[config.mk]
export PLATFORM = sky130hd
export DESIGN_NAME = ace_wr_order_queue
export DESIGN_NICKNAME = d
export VERILOG_FILES = /design/src/rtl/cpu_cluster_pkg.sv /design/src/rtl/sync_fifo_ctrl.sv /design/src/rtl/ace_wr_order_queue.sv
export SDC_FILE = /design/constraint.sdc
export NUM_CORES = 1
export LEC_CHECK = 0
export ABC_AREA = 0
export CORE_AREA = 4 4 496 498
export CTS_CLUSTER_SIZE = 40
export DETAILED_ROUTE_END_ITERATION = 10
export DIE_AREA = 0 0 500 502
export DONT_BUFFER_PORTS = 1
export SKIP_LAST_GASP = 1
export SYNTH_ARGS = -nofsm -noshare
export SYNTH_HDL_FRONTEND = slang
export SYNTH_SLANG_ARGS = --single-unit
export TNS_END_PERCENT = 10
[constraint.sdc]
create_clock -name clk -period 3.5 [get_ports clk]
set_input_delay 0.525 -clock clk [delete_from_list [all_inputs] [get_ports clk]]
set_output_delay 0.525 -clock clk [all_outputs]
set_load 0.02 [all_outputs]
[src/rtl/cpu_cluster_pkg.sv]
// Shared cluster types for the write-ordering path.
// Queue entry layout and default sizing constants.
package cpu_cluster_pkg;

    localparam int SRC_W        = 3;
    localparam int WR_ORD_DEPTH = 8;
    localparam int LEN_W        = 8;

    typedef struct packed {
        logic [LEN_W-1:0] len;
        logic [SRC_W-1:0] src;
    } wr_ord_entry_t;

endpackage

[src/rtl/sync_fifo_ctrl.sv]
// Pointer/occupancy FIFO holding write-order entries.
// Caller guarantees no push when full and no pop when empty.
module sync_fifo_ctrl
    import cpu_cluster_pkg::*;
#(
    parameter int DEPTH = 8,
    parameter int CNT_W = $clog2(DEPTH + 1)
) (
    input  logic          clk,
    input  logic          rst,
    input  logic          push,
    input  logic          pop,
    input  wr_ord_entry_t din,
    output logic          full,
    output logic          empty,
    output logic [CNT_W-1:0] count,
    output wr_ord_entry_t head
);

    localparam int PTR_W = $clog2(DEPTH);

    wr_ord_entry_t    mem [DEPTH];
    logic [PTR_W-1:0] wr_ptr;
    logic [PTR_W-1:0] rd_ptr;

    // Entry storage, written at the tail on push.
    always_ff @(posedge clk) begin
        if (push) begin
            mem[wr_ptr] <= din;
        end
    end

    // Pointers wrap naturally because DEPTH is a power of two.
    always_ff @(posedge clk) begin
        if (rst) begin
            wr_ptr <= '0;
            rd_ptr <= '0;
            count  <= '0;
        end else begin
            if (push) wr_ptr <= wr_ptr + 1'b1;
            if (pop)  rd_ptr <= rd_ptr + 1'b1;
            unique case ({push, pop})
                2'b10:   count <= count + 1'b1;
                2'b01:   count <= count - 1'b1;
                default: count <= count;
            endcase
        end
    end

    assign full  = (count == CNT_W'(DEPTH));
    assign empty = (count == '0);
    assign head  = mem[rd_ptr];

endmodule

[src/rtl/ace_wr_order_queue.sv]
// Keeps W data in AW order behind the 8-to-1 write interconnect.
// Regenerates WLAST from a beat counter and flags core mismatches.
module ace_wr_order_queue #(
    parameter int DEPTH  = 8,
    parameter int ADDR_W = 48,
    parameter int DATA_W = 512,
    parameter int SRC_W  = 3
) (
    input  logic                       clk,
    input  logic                       rst,
    input  logic [ADDR_W-1:0]          s_awaddr,
    input  logic [7:0]                 s_awlen,
    input  logic [SRC_W-1:0]           s_awsrc,
    input  logic                       s_awvalid,
    output logic                       s_awready,
    input  logic [DATA_W-1:0]          s_wdata,
    input  logic [DATA_W/8-1:0]        s_wstrb,
    input  logic                       s_wlast,
    input  logic                       s_wvalid,
    output logic                       s_wready,
    output logic [ADDR_W-1:0]          m_awaddr,
    output logic [7:0]                 m_awlen,
    output logic [SRC_W-1:0]           m_awsrc,
    output logic                       m_awvalid,
    input  logic                       m_awready,
    output logic [DATA_W-1:0]          m_wdata,
    output logic [DATA_W/8-1:0]        m_wstrb,
    output logic                       m_wlast,
    output logic                       m_wvalid,
    input  logic                       m_wready,
    output logic [SRC_W-1:0]           wsrc,
    output logic [$clog2(DEPTH+1)-1:0] outstanding,
    output logic                       wlast_err,
    output logic [SRC_W-1:0]           wlast_err_src
);

    import cpu_cluster_pkg::*;

    localparam int CNT_W = $clog2(DEPTH + 1);

    logic          full;
    logic          empty;
    logic          aw_hs;
    logic          w_hs;
    logic          pop;
    logic [7:0]    beat_cnt;
    wr_ord_entry_t head;
    wr_ord_entry_t din;

    assign din = '{len: s_awlen, src: s_awsrc};

    sync_fifo_ctrl #(
        .DEPTH (DEPTH),
        .CNT_W (CNT_W)
    ) u_fifo (
        .clk   (clk),
        .rst   (rst),
        .push  (aw_hs),
        .pop   (pop),
        .din   (din),
        .full  (full),
        .empty (empty),
        .count (outstanding),
        .head  (head)
    );

    assign m_awaddr  = s_awaddr;
    assign m_awlen   = s_awlen;
    assign m_awsrc   = s_awsrc;
    assign m_awvalid = s_awvalid & ~full & ~rst;
    assign s_awready = m_awready & ~full & ~rst;
    assign aw_hs     = s_awvalid & m_awready & ~full & ~rst;

    assign m_wdata  = s_wdata;
    assign m_wstrb  = s_wstrb;
    assign m_wvalid = s_wvalid & ~empty & ~rst;
    assign s_wready = m_wready & ~empty & ~rst;
    assign w_hs     = s_wvalid & m_wready & ~empty & ~rst;
    assign wsrc     = head.src;
    assign m_wlast  = (beat_cnt == head.len) & ~empty;
    assign pop      = w_hs & m_wlast;

    // Beat position within the head burst; wraps to 0 on the last beat.
    always_ff @(posedge clk) begin
        if (rst) begin
            beat_cnt <= '0;
        end else if (pop) begin
            beat_cnt <= '0;
        end else if (w_hs) begin
            beat_cnt <= beat_cnt + 8'd1;
        end
    end

    // Compare core WLAST with the counted one on every accepted beat.
    always_ff @(posedge clk) begin
        if (rst) begin
            wlast_err     <= 1'b0;
            wlast_err_src <= '0;
        end else begin
            wlast_err <= w_hs & (s_wlast != m_wlast);
            if (w_hs & (s_wlast != m_wlast)) begin
                wlast_err_src <= head.src;
            end
        end
    end

endmodule

* Word level (Yosys, flattened, before mapping)
Memory sizes are Yosys's and may differ from the RTL's. A register that Yosys moved wholly into a read port is not among the register bits. Index checks and enable logic that the tools add are counted.
Operators by class: add/sub/neg operators 5, equality and inequality tests 5, multiplexer cells 5, bitwise gates (word level) 20, reductions and logical operators 3
Operators by type and width (number):
- $and 1x1->1 | 17
- $add 8x1->8 const B | 1
- $eq 8x8->1 | 1
- $pmux 4 s2 | 1
- $add 3x1->3 const B | 2
- $mux 3 | 2
- $add 4x1->4 const B | 1
- $eq 4x4->1 const B | 1
- $logic_not 4->1 | 1
- $sub 4x1->4 const B | 1
- $not 1->1 | 3
- $eq 2x1->1 const B | 1
- $eq 2x2->1 const B | 1
- $mux 1 | 2
- $reduce_bool 2->1 | 1
- $reduce_or 2->1 | 1
- $ne 1x1->1 | 1
Storage, ports and cells: register bits after elaboration 22, memory bits (writable) 88, input bits 642, output and inout port bits 651, word-level logic and storage cells 45, memories 1
Memories:
- u_fifo.mem | depth 8, bits a word 11, rd ports 1, clocked after Yosys merged registers in 1, write ports 1, RTL line sync_fifo_ctrl.sv:22 | wr_ord_entry_t mem [DEPTH];

* Logic depth before layout (Yosys ltp)
depth in word-level cells 7, gate-level depth with buffers 15, gate-level depth less buffers 13

* Cells and area by module
From an unflattened synthesis, not the netlist that was laid out.
Second synthesis, totals: cell total of the unflattened synthesis 911, area, all modules 9465.3 um^2
Modules (own cells, without submodules):
- ace_wr_order_queue | instances 1, cells each 713, area each 5464.0 um^2, seq. area each 240.2 um^2
- sync_fifo_ctrl | instances 1, cells each 198, area each 4001.3 um^2, seq. area each 2902.8 um^2

* Worst setup path after synthesis
No wires, ideal clock.
path kind register -> register, start register with a tool-made name, end register u_fifo.count[2], library setup time 0.071 ns, arrival 3.065 ns, data required time 3.429 ns, path slack 0.365 ns, cell stages (with the launch flop) 15, buffers on the path 1, period minus slack after synthesis 3.135 ns, path through dfxtp_1 -> buf_6 -> mux4_2 -> mux2i_1 -> xor2_1 -> nand4_1 -> nand4bb_1 -> inv_1 -> ha_1 -> xor2_1 -> ha_1 -> a21oi_1 -> xor2_1 -> or3_1 -> a21oi_1
RTL lines:
- end signal: assignment | RTL line sync_fifo_ctrl.sv:43 | 2'b10: count <= count + 1'b1;
- end signal: assignment | RTL line sync_fifo_ctrl.sv:44 | 2'b01: count <= count - 1'b1;
- end signal: assignment | RTL line sync_fifo_ctrl.sv:45 | default: count <= count;
- end: declaration | RTL line sync_fifo_ctrl.sv:16 | output logic [CNT_W-1:0] count,

==> run_results.csv <==
group,metric,value,unit
sta,skew,9.29,ps
sta,setup_viol,0,
detailed_routing,ant_nets,0,
placed_design,hpwl,197,mm
worst_setup_path,worstPathMaxFanout,15,
detailed_routing,dr_total_vias,4341,
global_route,grt_pass1_vias,4076,
sta,tightest_slew,546,ps
yosys,synth_edf_count,88,
min_path,hold_class,"in -> reg",
clock_network,clk_path_buf_depth,2,
sta,drv_slew,0,
clock_network,clockRootBuffer,"clkbuf_16",
worst_setup_path,cp.required,3840,ps
global_route,top_usage_layer,"met3",
global_route,grtUsageTotal,0.156,
sta,hold_violations,0,
worst_setup_path,endpoint_kind,"register",
floorplan,dieArea,251000,um^2
final_layout,drive_gt1_frac,0.296,
yosys,synth_nets,1570,
yosys,yosysUniqueCellTypes,39,
placed_design,placed_area,8850,um^2
final_layout,finalNetCount,973,
placed_design,gp_congestion,0.707,
worst_setup_path,cp.arrival,3570,ps
worst_setup_path,reg2reg_slack,270,ps
global_route,grt_util_met1,0.0355,
yosys,yosysWarnings,0,
pwr,power.density,359,nW/um^2
worst_setup_path,crit_type,"reg -> reg",
detailed_routing,drt_iter0_drc,243,
global_route,grt-ovfl-total,0,
detailed_routing,viasPerCell,1.23,
final_layout,postLayoutCellArea,9580,um^2
floorplan,core_area,242000,um^2
global_route,grt_util_met2,0.245,
floorplan,ios,1293,
global_route,grt.met3_usage,0.323,
floorplan,fp.dieW,500,um
detailed_routing,wl,205,mm
final_layout,num_antenna_cells,0,
detailed_routing,firstDrtPassIters,4,
floorplan,rows,181,
yosys,synth_top_flop_cell,"edfxtp_1",
final_layout,fillers,28500,
worst_setup_path,rr_worst_depth,14,
global_route,grt_pass1_wl,215,mm
detailed_routing,detail_route.wl_per_cell,57.8,um
final_layout,most-common-layout-cells,"88 x edfxtp_1, 28 x buf_4, 25 x dfxtp_1, 22 x mux4_2, 17 x clkbuf_16",
outcome,status,"finished clean",
clock_network,cts_sinks,113,
global_route,antenna_found_initial,1,
final_layout,area_growth,1.27,%
worst_setup_path,startpoint_type,"register",
sta,slew_headroom,0.633,
detailed_routing,route.detailed.drc,0,
yosys,ys_seq_area_frac,0.332,
run,drv_cap,0,
yosys,syn_inst,922,
clock_network,htreeDepth,4,
sta,post-route-min-period,3230,ps
yosys,ys_async_sr_fraction,0,
final_layout,final_cells,3540,
clock_network,path_clk_slew,60,ps
placed_design,placed_cells_incl_taps,3503,
yosys,netlist_area,9460,um^2
sta,min_period_over_period,0.921,
global_route,grt_max_degree,28,
placed_design,io_buffers,0,
yosys,syn_avg_cell_area,10.3,um^2
sta,clock.fmax,0.310,GHz
floorplan,fp.dieH,502,um
worst_setup_path,cp-endpoint,"u_fifo.count[2]$_SDFFE_PP0P_",
worst_setup_path,rr_endpoint,"u_fifo.count[2]$_SDFFE_PP0P_",
pwr,max-vdd-ir-drop,0.000405,V
pwr,leakage,1.94,nW
clock_network,cts_tree,"yes",
clock_network,cts_buffers,17,
floorplan,start_util,0.0391,
final_layout,final_common_cell,"edfxtp_1",
yosys,synth-seq-cells,113,
clock_network,clkLatencyLatePin,410,ps
registers in the layout, summed over array words and instances (netlist names), named ones only:
| signal | count |
|---|---|
| u_fifo.rd_ptr | 3 |
| beat_cnt | 8 |
| u_fifo.count | 4 |
| u_fifo.wr_ptr | 3 |
| wlast_err | 1 |
| u_fifo.mem | 88 |
| wlast_err_src | 3 |
cell type report:
type | count | area, um^2 | share of cell area
multi-input cells | 159 | 1490 | 0.155
clock inverters | 14 | 225 | 0.0235
well taps | 3202 | 4010 | 0.418
clock buffers | 18 | 439 | 0.0458
inverters | 3 | 11.3 | 0.00118
flip-flops and latches | 113 | 3140 | 0.328
repair buffers | 31 | 270 | 0.0282
layer usage:
layer  wire length, um  part of all wire
met4              7200             0.035
met3             89400              0.44
met2             91000              0.44
met1             16400             0.080
met5               543            0.0027
cell families after synthesis:
kind of cell,count (synthesis),share of synthesized area
AO/OA/AOI/OAI,19,0.0110
XOR/XNOR,16,0.0156
adder cells (fa/ha/maj),6,0.00793
buffers and inverters,650,0.513
flip-flops,113,0.332
multiplexers,39,0.0722
AND/OR/NAND/NOR,79,0.0477
worst max-delay path, cell delays in order, from the launching register on:
cell	delay (ps)
dfxtp_1	350
buf_12	170
mux4_2	520
mux2i_2	180
xor2_1	240
nor3b_4	240
nand4bb_1	160
inv_2	110
ha_1	190
xor2_1	160
ha_1	160
a21oi_1	50
xor2_1	170
or3_1	320
a21oi_1	140
report_power, final:
group | leakage (nW) | switching [mW] | internal [mW]
clock | 0.314 | 0.624 | 1.29
combinational | 0.629 | 0.0355 | 0.0240
sequential | 0.995 | 0.00932 | 1.46
total | 1.94 | 0.669 | 2.77
cells in the mapped netlist (all sizes together), types with 7 or more instances:
library cell    n  area share
buf           641        0.51
edfxtp         88        0.28
dfxtp          25       0.053
mux4           22       0.052
nand2          15      0.0059
mux2i          13       0.015
nor2           13      0.0052
a21oi          12      0.0063
xor2           12       0.011
nand2b         10      0.0066
nor3            7      0.0037
repair_timing:
item,CTS,global route
hold buffers,0,0
endpoints found under the hold margin,0,0
resized for setup,2,5
buffers inserted,0,5
pin swaps,0,1
endpoints found under the setup margin,2,2
worst min path at each step:
stage                                       start                            end  slack (ps)  cells after the start
floorplan           u_fifo.rd_ptr[1]$_SDFFE_PP0P_                       register         450                      2
global placement    u_fifo.rd_ptr[1]$_SDFFE_PP0P_  u_fifo.rd_ptr[1]$_SDFFE_PP0P_         460                      2
detailed placement  u_fifo.rd_ptr[1]$_SDFFE_PP0P_                       register         470                      2
CTS                                    s_awsrc[0]     u_fifo.mem[5][0]$_DFFE_PP_         200                      0
global route                           s_awsrc[0]     u_fifo.mem[5][0]$_DFFE_PP_         190                      0
finish                                 s_awsrc[0]     u_fifo.mem[5][0]$_DFFE_PP_         210                      0
stage by stage:
step / hold slack, ps / TNS (ps) / setup slack (ps) / util / power, mW
floorplan: 450 / 0 / 365 / - / 2.59
global placement: 463 / -653 / -366 / 0.0366 / 1.55
detailed placement: 467 / -546 / -328 / 0.0366 / 1.55
CTS: 197 / 0 / 164 / 0.0393 / 3.47
global route: 188 / -10.1 / -9.11 / 0.0396 / 3.54
finish: 214 / 0 / 275 / 0.0396 / 3.44
Note: power is estimated with default switching activity, not from simulation.
